### config.mk
export PLATFORM = sky130hd
export DESIGN_NAME = game_sequencer
export DESIGN_NICKNAME = d
export VERILOG_FILES = /design/src/rtl/game_pkg.sv /design/src/rtl/frame_hold_timer.sv /design/src/rtl/game_sequencer.sv
export SDC_FILE = /design/constraint.sdc
export NUM_CORES = 1
export LEC_CHECK = 0
export CORE_MARGIN = 2
export CORE_UTILIZATION = 56
export CTS_CLUSTER_SIZE = 10
export DETAILED_ROUTE_END_ITERATION = 16
export DONT_BUFFER_PORTS = 1
export HOLD_SLACK_MARGIN = 0.03
export PLACE_DENSITY_LB_ADDON = 0.15
export SLEW_MARGIN = 20
export SYNTH_ARGS = -nofsm -noshare
export SYNTH_HDL_FRONTEND = slang
export SYNTH_HIERARCHICAL = 1
export SYNTH_SLANG_ARGS = --single-unit
export TNS_END_PERCENT = 1
### constraint.sdc
create_clock -name clk -period 4 [get_ports clk]
set_clock_uncertainty 0.05 [all_clocks]
set_input_delay 0.6 -clock clk [delete_from_list [all_inputs] [get_ports clk]]
set_output_delay 0.6 -clock clk [all_outputs]
set_load 0.005 [all_outputs]
### src/rtl/game_pkg.sv
// Shared types, default parameters and score packing helpers for the game flow.
package game_pkg;

  typedef enum logic [2:0] {
    START   = 3'd0,
    KEEPER  = 3'd1,
    SHOOTER = 3'd2,
    WINNER  = 3'd3,
    LOOSER  = 3'd4
  } game_state_t;

  typedef enum logic {
    SOLO  = 1'b0,
    MULTI = 1'b1
  } game_mode_t;

  localparam int DEF_ROUNDS        = 5;
  localparam int DEF_MAX_KICKS     = 20;
  localparam int DEF_RESULT_FRAMES = 60;

  // Score bus layout: {player_goals[7:4], opponent_goals[3:0]}
  function automatic logic [7:0] pack_score(input logic [3:0] player,
                                            input logic [3:0] opponent);
    return {player, opponent};
  endfunction

  function automatic logic [3:0] player_goals(input logic [7:0] score);
    return score[7:4];
  endfunction

  function automatic logic [3:0] opponent_goals(input logic [7:0] score);
    return score[3:0];
  endfunction

endpackage

### src/rtl/frame_hold_timer.sv
// Counts frame_tick pulses after a load and flags done once RESULT_FRAMES have elapsed.
module frame_hold_timer #(
  parameter int RESULT_FRAMES = 60
) (
  input  logic clk,
  input  logic rst_n,
  input  logic load,
  input  logic frame_tick,
  output logic active,
  output logic done
);

  localparam int CW = $clog2(RESULT_FRAMES + 1);
  localparam logic [CW-1:0] LAST = CW'(RESULT_FRAMES);

  logic [CW-1:0] count;

  // done is high for exactly one cycle: the same edge that observes it clears active.
  assign done = active && (count == LAST);

  // Hold counter: load restarts it (a coincident tick is not counted), ticks advance it.
  always_ff @(posedge clk or negedge rst_n) begin
    // NOTE: sequential state uses non-blocking assignments so every flop samples pre-edge values.
    if (!rst_n) begin
      active <= 1'b0;
      count  <= '0;
    end else if (load) begin
      active <= 1'b1;
      count  <= '0;
    end else if (done) begin
      active <= 1'b0;
    end else if (active && frame_tick) begin
      count <= count + CW'(1);
    end
  end

endmodule

### src/rtl/game_sequencer.sv
// Penalty-shootout game-flow controller driving the display control bus.
module game_sequencer
  import game_pkg::*;
#(
  parameter int ROUNDS        = DEF_ROUNDS,
  parameter int MAX_KICKS     = DEF_MAX_KICKS,
  parameter int RESULT_FRAMES = DEF_RESULT_FRAMES
) (
  input  logic        clk,
  input  logic        rst_n,
  input  logic        frame_tick,
  input  logic        start_btn,
  input  logic        mode_sel,
  input  logic        shot_valid,
  input  logic        shot_goal,
  output game_state_t game_state,
  output game_mode_t  game_mode,
  output logic [4:0]  round_counter,
  output logic [7:0]  score,
  output logic        is_scored,
  output logic        busy
);

  localparam logic [4:0] MAX_RC = 5'(MAX_KICKS);

  // Outcome after a kick completes, judged on the updated kick count.
  function automatic game_state_t decide(input logic [4:0] rc,
                                         input logic [3:0] pg,
                                         input logic [3:0] og);
    int r, p, o, p_taken, o_taken;
    game_state_t nxt;
    r       = int'(rc);
    p       = int'(pg);
    o       = int'(og);
    p_taken = (r + 1) / 2;
    o_taken = r / 2;
    nxt     = rc[0] ? KEEPER : SHOOTER;
    if (r <= 2 * ROUNDS) begin
      // A side wins early once the other cannot catch up with its remaining kicks.
      if (p > o + (ROUNDS - o_taken))      nxt = WINNER;
      else if (o > p + (ROUNDS - p_taken)) nxt = LOOSER;
    end else if (!rc[0] && (p != o)) begin
      nxt = (p > o) ? WINNER : LOOSER;
    end
    if ((r == MAX_KICKS) && (p == o)) nxt = LOOSER;
    return nxt;
  endfunction

  logic       in_kick;
  logic       accept;
  logic       hold_done;
  logic [4:0] rc_next;
  logic [3:0] pg, og, pg_inc, og_inc;

  assign in_kick = (game_state == SHOOTER) || (game_state == KEEPER);
  assign accept  = in_kick && shot_valid && !busy;
  assign rc_next = (round_counter < MAX_RC) ? round_counter + 5'd1 : round_counter;
  assign pg      = player_goals(score);
  assign og      = opponent_goals(score);
  assign pg_inc  = (pg == 4'hF) ? pg : pg + 4'd1;
  assign og_inc  = (og == 4'hF) ? og : og + 4'd1;

  frame_hold_timer #(
    .RESULT_FRAMES (RESULT_FRAMES)
  ) u_hold (
    .clk        (clk),
    .rst_n      (rst_n),
    .load       (accept),
    .frame_tick (frame_tick),
    .active     (busy),
    .done       (hold_done)
  );

  // Game FSM with registered control-bus outputs.
  always_ff @(posedge clk or negedge rst_n) begin
    if (!rst_n) begin
      game_state    <= START;
      game_mode     <= MULTI;
      round_counter <= '0;
      score         <= '0;
      is_scored     <= 1'b0;
    end else begin
      case (game_state)
        START: begin
          if (start_btn) begin
            game_mode     <= game_mode_t'(mode_sel);
            round_counter <= '0;
            score         <= '0;
            is_scored     <= 1'b0;
            game_state    <= SHOOTER;
          end
        end
        SHOOTER, KEEPER: begin
          if (hold_done) begin
            round_counter <= rc_next;
            game_state    <= decide(rc_next, pg, og);
          end else if (accept) begin
            is_scored <= shot_goal;
            if (shot_goal) begin
              if (game_state == SHOOTER) score <= pack_score(pg_inc, og);
              else                       score <= pack_score(pg, og_inc);
            end
          end
        end
        WINNER, LOOSER: begin
          if (start_btn) begin
            round_counter <= '0;
            score         <= '0;
            is_scored     <= 1'b0;
            game_state    <= START;
          end
        end
        default: game_state <= START;
      endcase
    end
  end

endmodule

======== Word level (Yosys, flattened, before mapping) ========
Cells that the tools add are included.
cells by class
  $add $sub $neg .......................... 10
  $lt $le $gt $ge ......................... 5
  equality and inequality tests ........... 22
  mux-type cells .......................... 32
  bitwise operators ....................... 1
  reductions and logical operators ........ 23
operators by type and width
  cell                   number
  $mux 8                 5
  $add 32x1->32          1
  $add 5x32->32          1
  $gt 5x32->1            1
  $sub 4x32->32 const A  1
  $mux 3                 9
  $ne 2x2->1 const B     11
  $mux 6                 3
  $pmux 8 s2             1
  $mux 5                 3
  $reduce_and 7->1       2
  $pmux 5 s2             1
  $pmux 3 s3             1
  $add 4x1->4 const B    2
  $eq 4x4->1 const B     2
  $mux 4                 2
  $add 5x1->6 const B    1
  $add 5x5->6            1
  $add 6x1->6 const B    1
  $eq 3x2->1 const B     2
  $eq 6x6->1 const B     1
  $gt 5x6->1             1
  $logic_and 1x1->1      6
  $reduce_and 3->1       2
  other kinds (23)       32
storage, ports and cells
  register bits ........................... 25
  word-level logic and storage cells ...... 101

======== Logic depth before layout (Yosys ltp) ========
Gate-level depths: netlist (run 1).
  depth after elaboration ................. 14
  mapped depth ............................ 19
  gate-level depth less buffers ........... 18

======== By module ========
Netlist (run 1), hierarchy kept.
by module, submodules not included
  module            instances  cells each  area each (um^2)
  game_sequencer    1          256         2152.1
  frame_hold_timer  1          46          439.2

======== Worst setup path after synthesis (run 1) ========
OpenSTA, ideal clock, no wires.
  path kind ............................... flip-flop to flip-flop
  from .................................... reg round_counter[3]
  to ...................................... reg game_state[1]
  arrival time ............................ 3616 ps
  data required time ...................... 3812 ps
  path slack .............................. 196 ps
  stages on the path, launching flop included .. 17
  path buffers ............................ 1
  period minus slack after synthesis ...... 3804 ps
  path through ............................ dfrtp_1 > buf_4 > o21ai_2 > mux2i_1 > inv_1 > ha_1 > xnor2_1 > ha_1 > inv_1 > ha_1 > fa_1 > a22o_1 > ha_1 > a41oi_1 > o2111ai_1 > a221oi_2 > o32ai_1
between the ends
  word-level cells in the longest chain between the ends .. 14
RTL lines
  item                     line                  RTL
  from (decl)              game_sequencer.sv:18  output logic [4:0] round_counter,
  from (signal assigned)   game_sequencer.sv:95  round_counter <= rc_next;
  $lt 5x5->1               game_sequencer.sv:57  assign rc_next = (round_counter < MAX_RC) ? round_counter + 5'd1 : round_counter;
  $mux 5 (*)               game_sequencer.sv:57
  $add 5x1->6              game_sequencer.sv:35  p_taken = (r + 1) / 2;
  $and 1x1->1 (no line)    -
  $add 32x1->32 (no line)  -
  $sub 4x32->32            game_sequencer.sv:41  else if (o > p + (ROUNDS - p_taken)) nxt = LOOSER;
  $add 5x32->32            game_sequencer.sv:41
  $gt 5x32->1              game_sequencer.sv:41
  $mux 3                   game_sequencer.sv:41
  $mux 3                   game_sequencer.sv:40  if (p > o + (ROUNDS - o_taken)) nxt = WINNER;
  $mux 3                   game_sequencer.sv:38  if (r <= 2 * ROUNDS) begin
  $mux 3 (*)               game_sequencer.sv:45  if ((r == MAX_KICKS) && (p == o)) nxt = LOOSER;
  $mux 3 (*)               game_sequencer.sv:94  if (hold_done) begin
  $pmux 3 s3 (*)           game_sequencer.sv:83  case (game_state)
  to (signal assigned)     game_sequencer.sv:96  game_state <= decide(rc_next, pg, og);
  to (decl)                game_sequencer.sv:16  output game_state_t game_state,
Every way passes the cells marked *; elsewhere a longest branch is shown, timed or not. The select of a mux whose other input is x is not followed.
A chain may end at the register's enable or synchronous reset.

======== Worst setup path after layout (run 1) ========
  from .................................... reg round_counter[2]
  to ...................................... reg game_state[2]
Same word-level chain as after synthesis.

==> impl_metrics.env, run 1 <==
export IMPL_cap_violations=0
export IMPL_p_per_area_nw_per_um2=436
export IMPL_rrSetupSlack_ps=130
export IMPL_endpoint_kind="flip-flop"
export IMPL_cts_tree="done"
export IMPL_io_pins=26
export IMPL_reg2reg_depth=15
export IMPL_worstSetupPathType="reg -> reg"
export IMPL_grt_start_max_net_pins=25
export IMPL_antenna_cells=0
export IMPL_cts_num_sinks=25
export IMPL_max_slew_margin_rel_pct=26.0
export IMPL_grt_pass1_wl_um=9780
export IMPL_critPathCapture="game_state[2]$_DFFE_PN0P_"
export IMPL_grt_util_met2_pct=41.5
export IMPL_clk_latency_ps=270
export IMPL_reg2reg_from="round_counter[2]$_DFFE_PN0P_"
export IMPL_grt_total_usage_pct=23.6
export IMPL_placementRows=24
export IMPL_port_buffers=0
export IMPL_synth_ff_type="dfrtp_1"
export IMPL_antenna_left=0
export IMPL_grt_overflow=0
export IMPL_fp_dieArea_um2=5190
export IMPL_dp_hpwl_um=4480
export IMPL_synth_cell_types=67
export IMPL_synth_top_cell_area_share_pct=23.2
export IMPL_hold_ws_ps=111
export IMPL_die_w_um=72.0
export IMPL_fin_crit_ps=3870
export IMPL_finalCritPeriodShare_pct=96.7
export IMPL_gp_congestion=0.853
export IMPL_setup_viol=0
export IMPL_grt_antenna_before_repair=0
export IMPL_num_nets_final=363
export IMPL_crit_path_max_fanout=4
export IMPL_worstMarginPinSlew_ps=1100
export IMPL_post_drt_wl_per_cell_um=16.1
export IMPL_cts_clk_slew_worst_paths_ps=90
export IMPL_syn_area_um2=2590
export IMPL_die_height_um=72.0
export IMPL_synthSimpleGateAreaFrac_pct=21.1
export IMPL_ys_seq_area_share_pct=24.2
export IMPL_synth_edff_count=0
export IMPL_yosys_warnings=6
export IMPL_drive_above_1_share_pct=15.5
export IMPL_cp_arrival_ps=4030
export IMPL_first_iter_violations=131
export IMPL_syn_inst=302
export IMPL_final_cell_mix="ha_1, inv_1, nand2_1, o21ai_0, dfrtp_1"
export IMPL_place_area_um2=2700
export IMPL_synth_mux_area_share_pct=3.57
export IMPL_worstReg2RegEnd="game_state[2]$_DFFE_PN0P_"
export IMPL_p_leak_nw=1.30
export IMPL_ys_seq_elements=25
export IMPL_cts_buffers=3
export IMPL_htree_levels=1
export IMPL_yosys_top_cells_area="dfrtp_1, ha_1, inv_1"
export IMPL_grt_busiest_layer="met2"
export IMPL_syn_nets=348
export IMPL_core_area_um2=4410
export IMPL_area_delta_synth_final_pct=10.0
export IMPL_postSynth_asyncResetShare_pct=100
export IMPL_use_met3_pct=2.36
export IMPL_drt_pass1_iterations=4
export IMPL_start_util_pct=58.7
export IMPL_peakVddDrop_mv=0.235
export IMPL_final_max_slew_violation_count=0
export IMPL_synth_area_leader_cell="dfrtp_1"
export IMPL_grt_pass1_vias=2172
export IMPL_status="finished clean"
export IMPL_avgSynthCellArea_um2=8.58
export IMPL_crit_path_start="round_counter[2]$_DFFE_PN0P_"
export IMPL_cts_root_buffer="clkbuf_8"
export IMPL_timing_fmax_mhz=259
export IMPL_remaining_drc_errors=0
export IMPL_final_common_cell="ha_1"
export IMPL_num_vias=2223
export IMPL_synth_adder_area_share_pct=19.4
export IMPL_cp_start_kind="flip-flop"
export IMPL_critical_path_required_ps=4160
export IMPL_synth_compound_area_share_pct=21.2
export IMPL_grtUsageMet1_pct=31.3
export IMPL_hold_path_class="in -> async"
export IMPL_fin_area_um2=2850
export IMPL_synth_top_family_by_area="compound AO/OA/AOI/OAI gates"
export IMPL_clock_path_buffers=2
export IMPL_hold_viol=0
export IMPL_avgViaCountPerCell=6.04
export IMPL_synth_xor_area_share_pct=4.39
export IMPL_drt_wl_total_um=5920
export IMPL_final_core_util_pct=64.6
state kept, by name, indices dropped and copies added, names as in the netlist:
signal         cells
round_counter      5
is_scored          1
game_mode          1
score              8
game_state         3
u_hold/active      1
u_hold/count       6
logic make-up (layout without fill, tap and decap cells):
kind of cell               count (synthesis)  after routing
xor gates and xnor gates                  13             13
and+or+nand+nor                          100            100
muxes                                      8              8
DFF                                       25             25
buffers and inverters                     40             54
AOI/OAI and AO/OA                         77             77
adders and majority gates                 39             39
worst min-delay path by stage:
stage,slack (ps),end,from
after floorplan,250,game_state[0]$_DFFE_PN0P_,rst_n
after global placement,250,score[7]$_DFFE_PN0P_,rst_n
after detailed placement,250,score[7]$_DFFE_PN0P_,rst_n
after CTS,110,game_mode$_DFFE_PN1P_,rst_n
after global routing,90,game_mode$_DFFE_PN1P_,rst_n
final,110,game_mode$_DFFE_PN1P_,rst_n
Yosys cell counts, types with 2 or more instances:
library cell,number
ha_1,37
inv_1,34
dfrtp_1,24
nand2_1,24
o21ai_0,21
nor2_1,16
a21oi_1,12
xnor2_1,10
nand2b_1,9
nand3_1,8
nor2b_1,7
nor3_1,5
nor4_1,5
a21o_1,4
mux2i_1,4
nand3b_1,4
o211ai_1,4
o21bai_1,4
clkbuf_1,3
nand4_1,3
o21ai_2,3
xor2_1,3
a31oi_1,2
and2_0,2
and2_1,2
buf_4,2
fa_1,2
mux2_2,2
mux2_4,2
nor3b_1,2
o211a_1,2
o21a_1,2
o32ai_1,2
or2_2,2
or3_1,2
where the power goes:
part | leakage [nW] | switching, W | total, W | internal, W
Sequential | 0.312 | 0.0000924 | 0.000398 | 0.000306
Combinational | 0.964 | 0.000373 | 0.000699 | 0.000325
Clock | 0.0255 | 0.0000783 | 0.000148 | 0.0000696
Total | 1.30 | 0.000544 | 0.00124 | 0.000700
critical path, stage by stage, from the launching register on:
cell	delay (ps)
dfrtp_2	450
o21ai_4	240
mux2i_2	280
inv_1	90
ha_1	210
xnor2_1	130
ha_1	290
inv_1	40
ha_1	220
fa_2	530
inv_1	40
ha_1	290
a41oi_1	220
o2111ai_1	160
a221oi_2	360
a31o_1	200
per-layer routing:
metal / part of all wire, % / up-vias
li1: - / 1112
met1: 47 / 1063
met2: 49 / 44
met3: 3.4 / 4
met4: 0.57 / 0
met5: 0 / -
through the flow:
step	total power [W]	TNS, ps	instances	setup slack, ps
6_report	0.00124	0	368	132
5_1_grt	0.00137	-162	368	-59.3
3_3_place_gp	0.00105	0	358	102
3_5_place_dp	0.00106	0	358	12.7
4_1_cts	0.00122	0	363	18.3
2_1_floorplan	0.000897	0	302	196
cell type report:
| class | count | area [µm²] |
|---|---|---|
| repair buffers | 16 | 121 |
| inverters | 34 | 128 |
| flip-flops and latches | 25 | 632 |
| multi-input cells | 237 | 1860 |
| fillers | 392 | 1560 |
| clock buffers | 3 | 41.3 |
| well taps | 52 | 65.1 |
| clock inverters | 1 | 5.00 |
timing repair:
| action | in CTS | in global routing |
|---|---|---|
| hold endpoints to repair | 24 | 0 |
| resized for setup | 6 | 10 |
| pin swaps | 1 | 5 |
| setup endpoints to repair | 3 | 3 |
| hold buffers | 1 | 0 |
| setup buffers | 0 | 5 |
Power figures use the tool's default switching activity.
==> run 2: changes to the inputs <==
CELL_PAD_IN_SITES_DETAIL_PLACEMENT = 1   (was not set)
CELL_PAD_IN_SITES_GLOBAL_PLACEMENT = 2   (was not set)
CORE_UTILIZATION = 36   (was 56)
==> run 2 against run 1 <==
Routed wire length is 18% higher. Critical path type unchanged. Critical endpoint is now game_state[1]$_DFFE_PN0P_. Utilization is 21 points lower. Via count is 0.72% higher. Critical path depth is 2 higher. Highest routed layer unchanged. Die area is 52% higher. Maximum frequency is 1.8% higher. Clock power is 7% higher. Worst hold slack worse by 33 ps.
==> impl_metrics.env, run 2 (same netlist as run 1, synthesis figures left out) <==
export IMPL_status="finished clean"
export IMPL_grt_total_usage_pct=18.7
export IMPL_cp_arrival_ps=3930
export IMPL_io_pins=26
export IMPL_core_area_um2=6870
export IMPL_fillers=836
export IMPL_p_per_area_nw_per_um2=444
export IMPL_setup_viol=0
export IMPL_gp_congestion=0.760
export IMPL_num_nets_final=367
export IMPL_cts_tree="done"
export IMPL_endpoint_kind="flip-flop"
export IMPL_largest_reg_flops=8
export IMPL_timing_fmax_mhz=263
export IMPL_cp_start_kind="flip-flop"
export IMPL_max_slew_margin_rel_pct=39.7
export IMPL_die_w_um=88.8
export IMPL_cts_num_sinks=25
export IMPL_post_drt_wl_per_cell_um=16.8
export IMPL_grt_overflow=0
export IMPL_peakVddDrop_mv=0.211
export IMPL_port_buffers=0
export IMPL_cap_violations=0
export IMPL_multi_input_area_um2=1930
export IMPL_grt_start_max_net_pins=25
export IMPL_reg_top3="score (8), u_hold/count (6), round_counter (5)"
export IMPL_avgViaCountPerCell=5.38
export IMPL_critical_path_required_ps=4130
export IMPL_first_iter_violations=43
export IMPL_fp_dieArea_um2=7890
export IMPL_clock_path_buffers=2
export IMPL_remaining_drc_errors=0
export IMPL_htree_levels=1
export IMPL_start_util_pct=37.7
export IMPL_final_core_util_pct=44.0
export IMPL_drt_pass1_iterations=4
export IMPL_cts_buffers=3
export IMPL_cts_clk_slew_worst_paths_ps=90
export IMPL_antenna_left=0
export IMPL_antenna_cells=0
export IMPL_finalCritPeriodShare_pct=94.9
export IMPL_grt_pass1_vias=2238
export IMPL_hold_viol=0
export IMPL_grt_antenna_before_repair=0
export IMPL_p_leak_nw=1.34
export IMPL_placementRows=30
export IMPL_num_vias=2239
export IMPL_drive_above_1_share_pct=19.1
export IMPL_cts_root_buffer="clkbuf_8"
export IMPL_final_common_cell="inv_1"
export IMPL_worstMarginPinSlew_ps=893
export IMPL_drt_wl_total_um=6970
export IMPL_hold_path_class="in -> async"
export IMPL_final_seq_area_um2=629
export IMPL_dp_hpwl_um=5540
export IMPL_clk_latency_ps=270
export IMPL_worstSetupPathType="reg -> reg"
export IMPL_grt_pass1_wl_um=11400
export IMPL_grt_setup_unrepaired="true"
export IMPL_hold_ws_ps=78.1
export IMPL_die_height_um=88.8
export IMPL_top_register="score"
export IMPL_fin_crit_ps=3800
export IMPL_crit_path_max_fanout=5
export IMPL_final_max_slew_violation_count=0
export IMPL_final_cell_mix="inv_1, ha_1, nand2_1, dfrtp_1, o21ai_0"
export IMPL_area_delta_synth_final_pct=16.6
## run 2: changes by cell type in the layout (fill, tap and decap cells not counted), moves of 2 or more
cell,change
ha_4,+3
buf_4,+4
dfrtp_1,+2
xnor2_2,+2
ha_2,+2
dfrtp_2,-2
ha_1,-5
## run 2: critical path: stages (launching register included)
cell and delay (ps):
dfrtp_2 460, buf_6 130, and4b_2 260, xnor2_2 200
inv_2 90, ha_4 260, inv_1 60, ha_4 270
nor2_1 50, or2_4 230, xnor2_1 130, ha_1 330
o211a_1 180, o21ai_1 70, o211ai_1 410, buf_4 190
a22oi_1 60, o32ai_1 270
## run 2: area by class of cell
cell class / instances / share of cell area (%)
Sequential cell: 25 / 20.8
Clock inverter: 1 / 0.166
Tap cell: 96 / 3.98
Clock buffer: 3 / 1.37
Multi-Input combinational cell: 237 / 63.9
Inverter: 34 / 4.23
Timing Repair Buffer: 20 / 5.51
## run 2: timing repair
| item | 4_1_cts | 5_1_grt |
|---|---|---|
| hold endpoints to repair | 24 | 0 |
| pin swaps | 2 | 11 |
| hold buffers | 1 | 0 |
| cloned | 0 | 0 |
| endpoints found under the setup margin | 3 | 3 |
| setup buffers | 1 | 3 |
| gates resized for setup | 6 | 19 |
## run 2: power breakdown
| part | internal (W) | leakage [nW] | switching, W |
|---|---|---|---|
| registers | 0.000305 | 0.314 | 0.0000932 |
| clock network | 0.0000700 | 0.0255 | 0.0000884 |
| logic | 0.000365 | 1.00 | 0.000421 |
| total | 0.000740 | 1.34 | 0.000602 |
## run 2: path summary, 6_finish.rpt
path                                         startpoint                      endpoint  slack, ps  depth (start not counted)
hold reg to reg                   is_scored$_DFFE_PN0P_         is_scored$_DFFE_PN0P_        480                          2
hold / removal                                    rst_n     game_state[2]$_DFFE_PN0P_         80                          1
setup reg to reg           round_counter[0]$_DFFE_PN0P_     game_state[1]$_DFFE_PN0P_        200                         17
min in group clk                              shot_goal         is_scored$_DFFE_PN0P_        400                          2
setup / recovery           round_counter[0]$_DFFE_PN0P_     game_state[1]$_DFFE_PN0P_        200                         17
max in group asynchronous                         rst_n  round_counter[0]$_DFFE_PN0P_       3660                          1
## run 2: through the flow
step	setup WS, ps	instance area [µm²]	setup TNS, ps	power [W]	cells
after CTS	31.7	2900	0	0.00128	413
after detailed placement	-63.3	2790	-163	0.00110	407
after global routing	-31.1	3020	-58.5	0.00149	416
final	203	3020	0	0.00134	416
after floorplan	196	2590	0	0.000897	302
after global placement	-21.9	2790	-35.0	0.00108	407
## run 2: per-layer routing
| metal | vias up | global-route usage [%] | share of wire (%) |
|---|---|---|---|
| met5 | - | 0 | 0 |
| met4 | 0 | 3.86 | 1.1 |
| met3 | 7 | 1.87 | 1.8 |
| met2 | 21 | 32.3 | 50 |
| met1 | 1095 | 25.3 | 47 |
| li1 | 1116 | - | - |
==> run 3: changes to the inputs <==
BUFFER_PORTS_ARGS = -buffer_cell sky130_fd_sc_hd__buf_2   (was not set)
CORE_ASPECT_RATIO = 1.75   (was not set)
CORE_UTILIZATION = 33   (was 36)
DONT_BUFFER_PORTS = not set   (was 1)
==> run 3 against run 2 <==
Critical path type unchanged. Die area increased by 9.0%. Largest power group unchanged. Routed wire length increased by 7.2%. Sequential power decreased by 1%.
==> impl_metrics.env, run 3 (same netlist as run 1, synthesis figures left out) <==
export IMPL_remaining_drc_errors=0
export IMPL_cts_clk_slew_worst_paths_ps=70
export IMPL_drt_pass1_iterations=4
export IMPL_timing_fmax_mhz=261
export IMPL_top_register="score"
export IMPL_cts_tree="done"
export IMPL_cap_violations=0
export IMPL_place_area_um2=2900
export IMPL_antenna_cells=0
export IMPL_worstMarginPinSlew_ps=661
export IMPL_final_common_cell="inv_1"
export IMPL_antenna_left=0
export IMPL_num_vias=2359
export IMPL_setup_viol=0
export IMPL_reg2reg_from="round_counter[2]$_DFFE_PN0P_"
export IMPL_start_util_pct=34.2
export IMPL_post_drt_wl_per_cell_um=17.2
export IMPL_avgViaCountPerCell=5.44
export IMPL_core_area_um2=7570
export IMPL_endpoint_kind="flip-flop"
export IMPL_hold_ws_ps=294
export IMPL_final_core_util_pct=41.6
export IMPL_grt_total_usage_pct=18.0
export IMPL_grt_overflow=0
export IMPL_grt_pass1_vias=2446
export IMPL_p_leak_nw=1.46
export IMPL_p_per_area_nw_per_um2=461
export IMPL_first_iter_violations=41
export IMPL_clock_path_buffers=2
export IMPL_cp_arrival_ps=3890
export IMPL_peakVddDrop_mv=0.228
export IMPL_htree_levels=1
export IMPL_crit_path_max_fanout=4
export IMPL_status="finished clean"
export IMPL_drive_above_1_share_pct=24.9
export IMPL_hold_path_class="in -> async"
export IMPL_die_w_um=71.0
export IMPL_setup_ws_ps=175
export IMPL_critical_path_required_ps=4070
export IMPL_reg_top3="score (8), u_hold/count (6), round_counter (5)"
export IMPL_max_slew_margin_rel_pct=55.5
export IMPL_dp_hpwl_um=6000
export IMPL_fillers=926
export IMPL_io_pins=26
export IMPL_placementRows=42
export IMPL_port_buffers=25
export IMPL_clk_latency_ps=270
export IMPL_area_delta_synth_final_pct=21.4
export IMPL_cp_start_kind="flip-flop"
export IMPL_finalCritPeriodShare_pct=95.6
export IMPL_fp_dieArea_um2=8600
export IMPL_cts_root_buffer="clkbuf_16"
export IMPL_final_cell_mix="inv_1, ha_1, buf_2, nand2_1"
export IMPL_grt_pass1_wl_um=12200
export IMPL_cts_buffers=3
export IMPL_grt_start_max_net_pins=26
export IMPL_cts_hold_buf=0
export IMPL_grt_antenna_before_repair=0
export IMPL_fin_area_um2=3150
export IMPL_largest_reg_flops=8
export IMPL_hold_viol=0
export IMPL_fin_crit_ps=3820
export IMPL_num_nets_final=393
export IMPL_place_ws_ps=61.2
export IMPL_drt_wl_total_um=7470
export IMPL_gp_congestion=0.820
export IMPL_die_height_um=121
export IMPL_crit_path_start="round_counter[2]$_DFFE_PN0P_"
export IMPL_worstSetupPathType="reg -> reg"
export IMPL_final_max_slew_violation_count=0
export IMPL_cts_num_sinks=25
run 3: changes by cell type in the layout (fill, tap and decap cells not counted), sizes merged:
cell,previous run,this run
buf,20,46
run 3: worst max-delay path: stages (launching register included):
cell,delay [ps]
dfrtp_2,440
o21ai_4,240
mux2i_2,280
inv_1,100
buf_4,140
ha_1,290
ha_1,200
ha_1,220
fa_2,360
a22o_1,230
ha_1,300
a41oi_2,180
o2111ai_2,150
a221oi_2,380
o32ai_1,130
run 3: worst paths after layout:
| check | to | slack, ps | cells past startpoint |
|---|---|---|---|
| min reg2reg | is_scored$_DFFE_PN0P_ | 440 | 2 |
| max | game_state[1]$_DFFE_PN0P_ | 180 | 14 |
| min in group clk | is_scored$_DFFE_PN0P_ | 440 | 2 |
| min | score[0]$_DFFE_PN0P_ | 290 | 1 |
| max in group asynchronous | round_counter[4]$_DFFE_PN0P_ | 3170 | 1 |
| max reg2reg | game_state[1]$_DFFE_PN0P_ | 180 | 14 |
run 3: final cells by class:
type | count | area, µm² | area share [%]
Inverter | 34 | 128 | 4.06
Clock inverter | 1 | 5.00 | 0.159
Sequential cell | 25 | 632 | 20.1
Clock buffer | 3 | 75.1 | 2.39
Timing Repair Buffer | 46 | 295 | 9.39
Tap cell | 88 | 110 | 3.50
Multi-Input combinational cell | 237 | 1900 | 60.4
run 3: routing by layer:
layer | up-vias | part of all wire, % | GRT usage (%)
li1 | 1174 | - | -
met5 | - | 0 | 0
met1 | 1158 | 39 | 19.8
met4 | 0 | 2.4 | 6.60
met3 | 9 | 1.2 | 0.831
met2 | 18 | 57 | 35.3
run 3: timing repair:
item | 4_1_cts | 5_1_grt
gates resized for setup | 0 | 21
buffers inserted | 0 | 7
setup endpoints to repair | 0 | 3
run 3: per-stage QoR:
stage	cells	power (W)	setup TNS [ps]
floorplan	302	0.000897	0
global route	434	0.00160	-4.11
global placement	423	0.00112	0
CTS	427	0.00139	0
finish	434	0.00145	0
detailed placement	423	0.00115	0
run 3: power by group:
group	total (W)	leakage (nW)	switching [W]	internal, W
registers	0.000394	0.312	0.0000880	0.000306
logic	0.000828	1.11	0.000446	0.000382
clock network	0.000227	0.0409	0.0000919	0.000135
total	0.00145	1.46	0.000626	0.000823
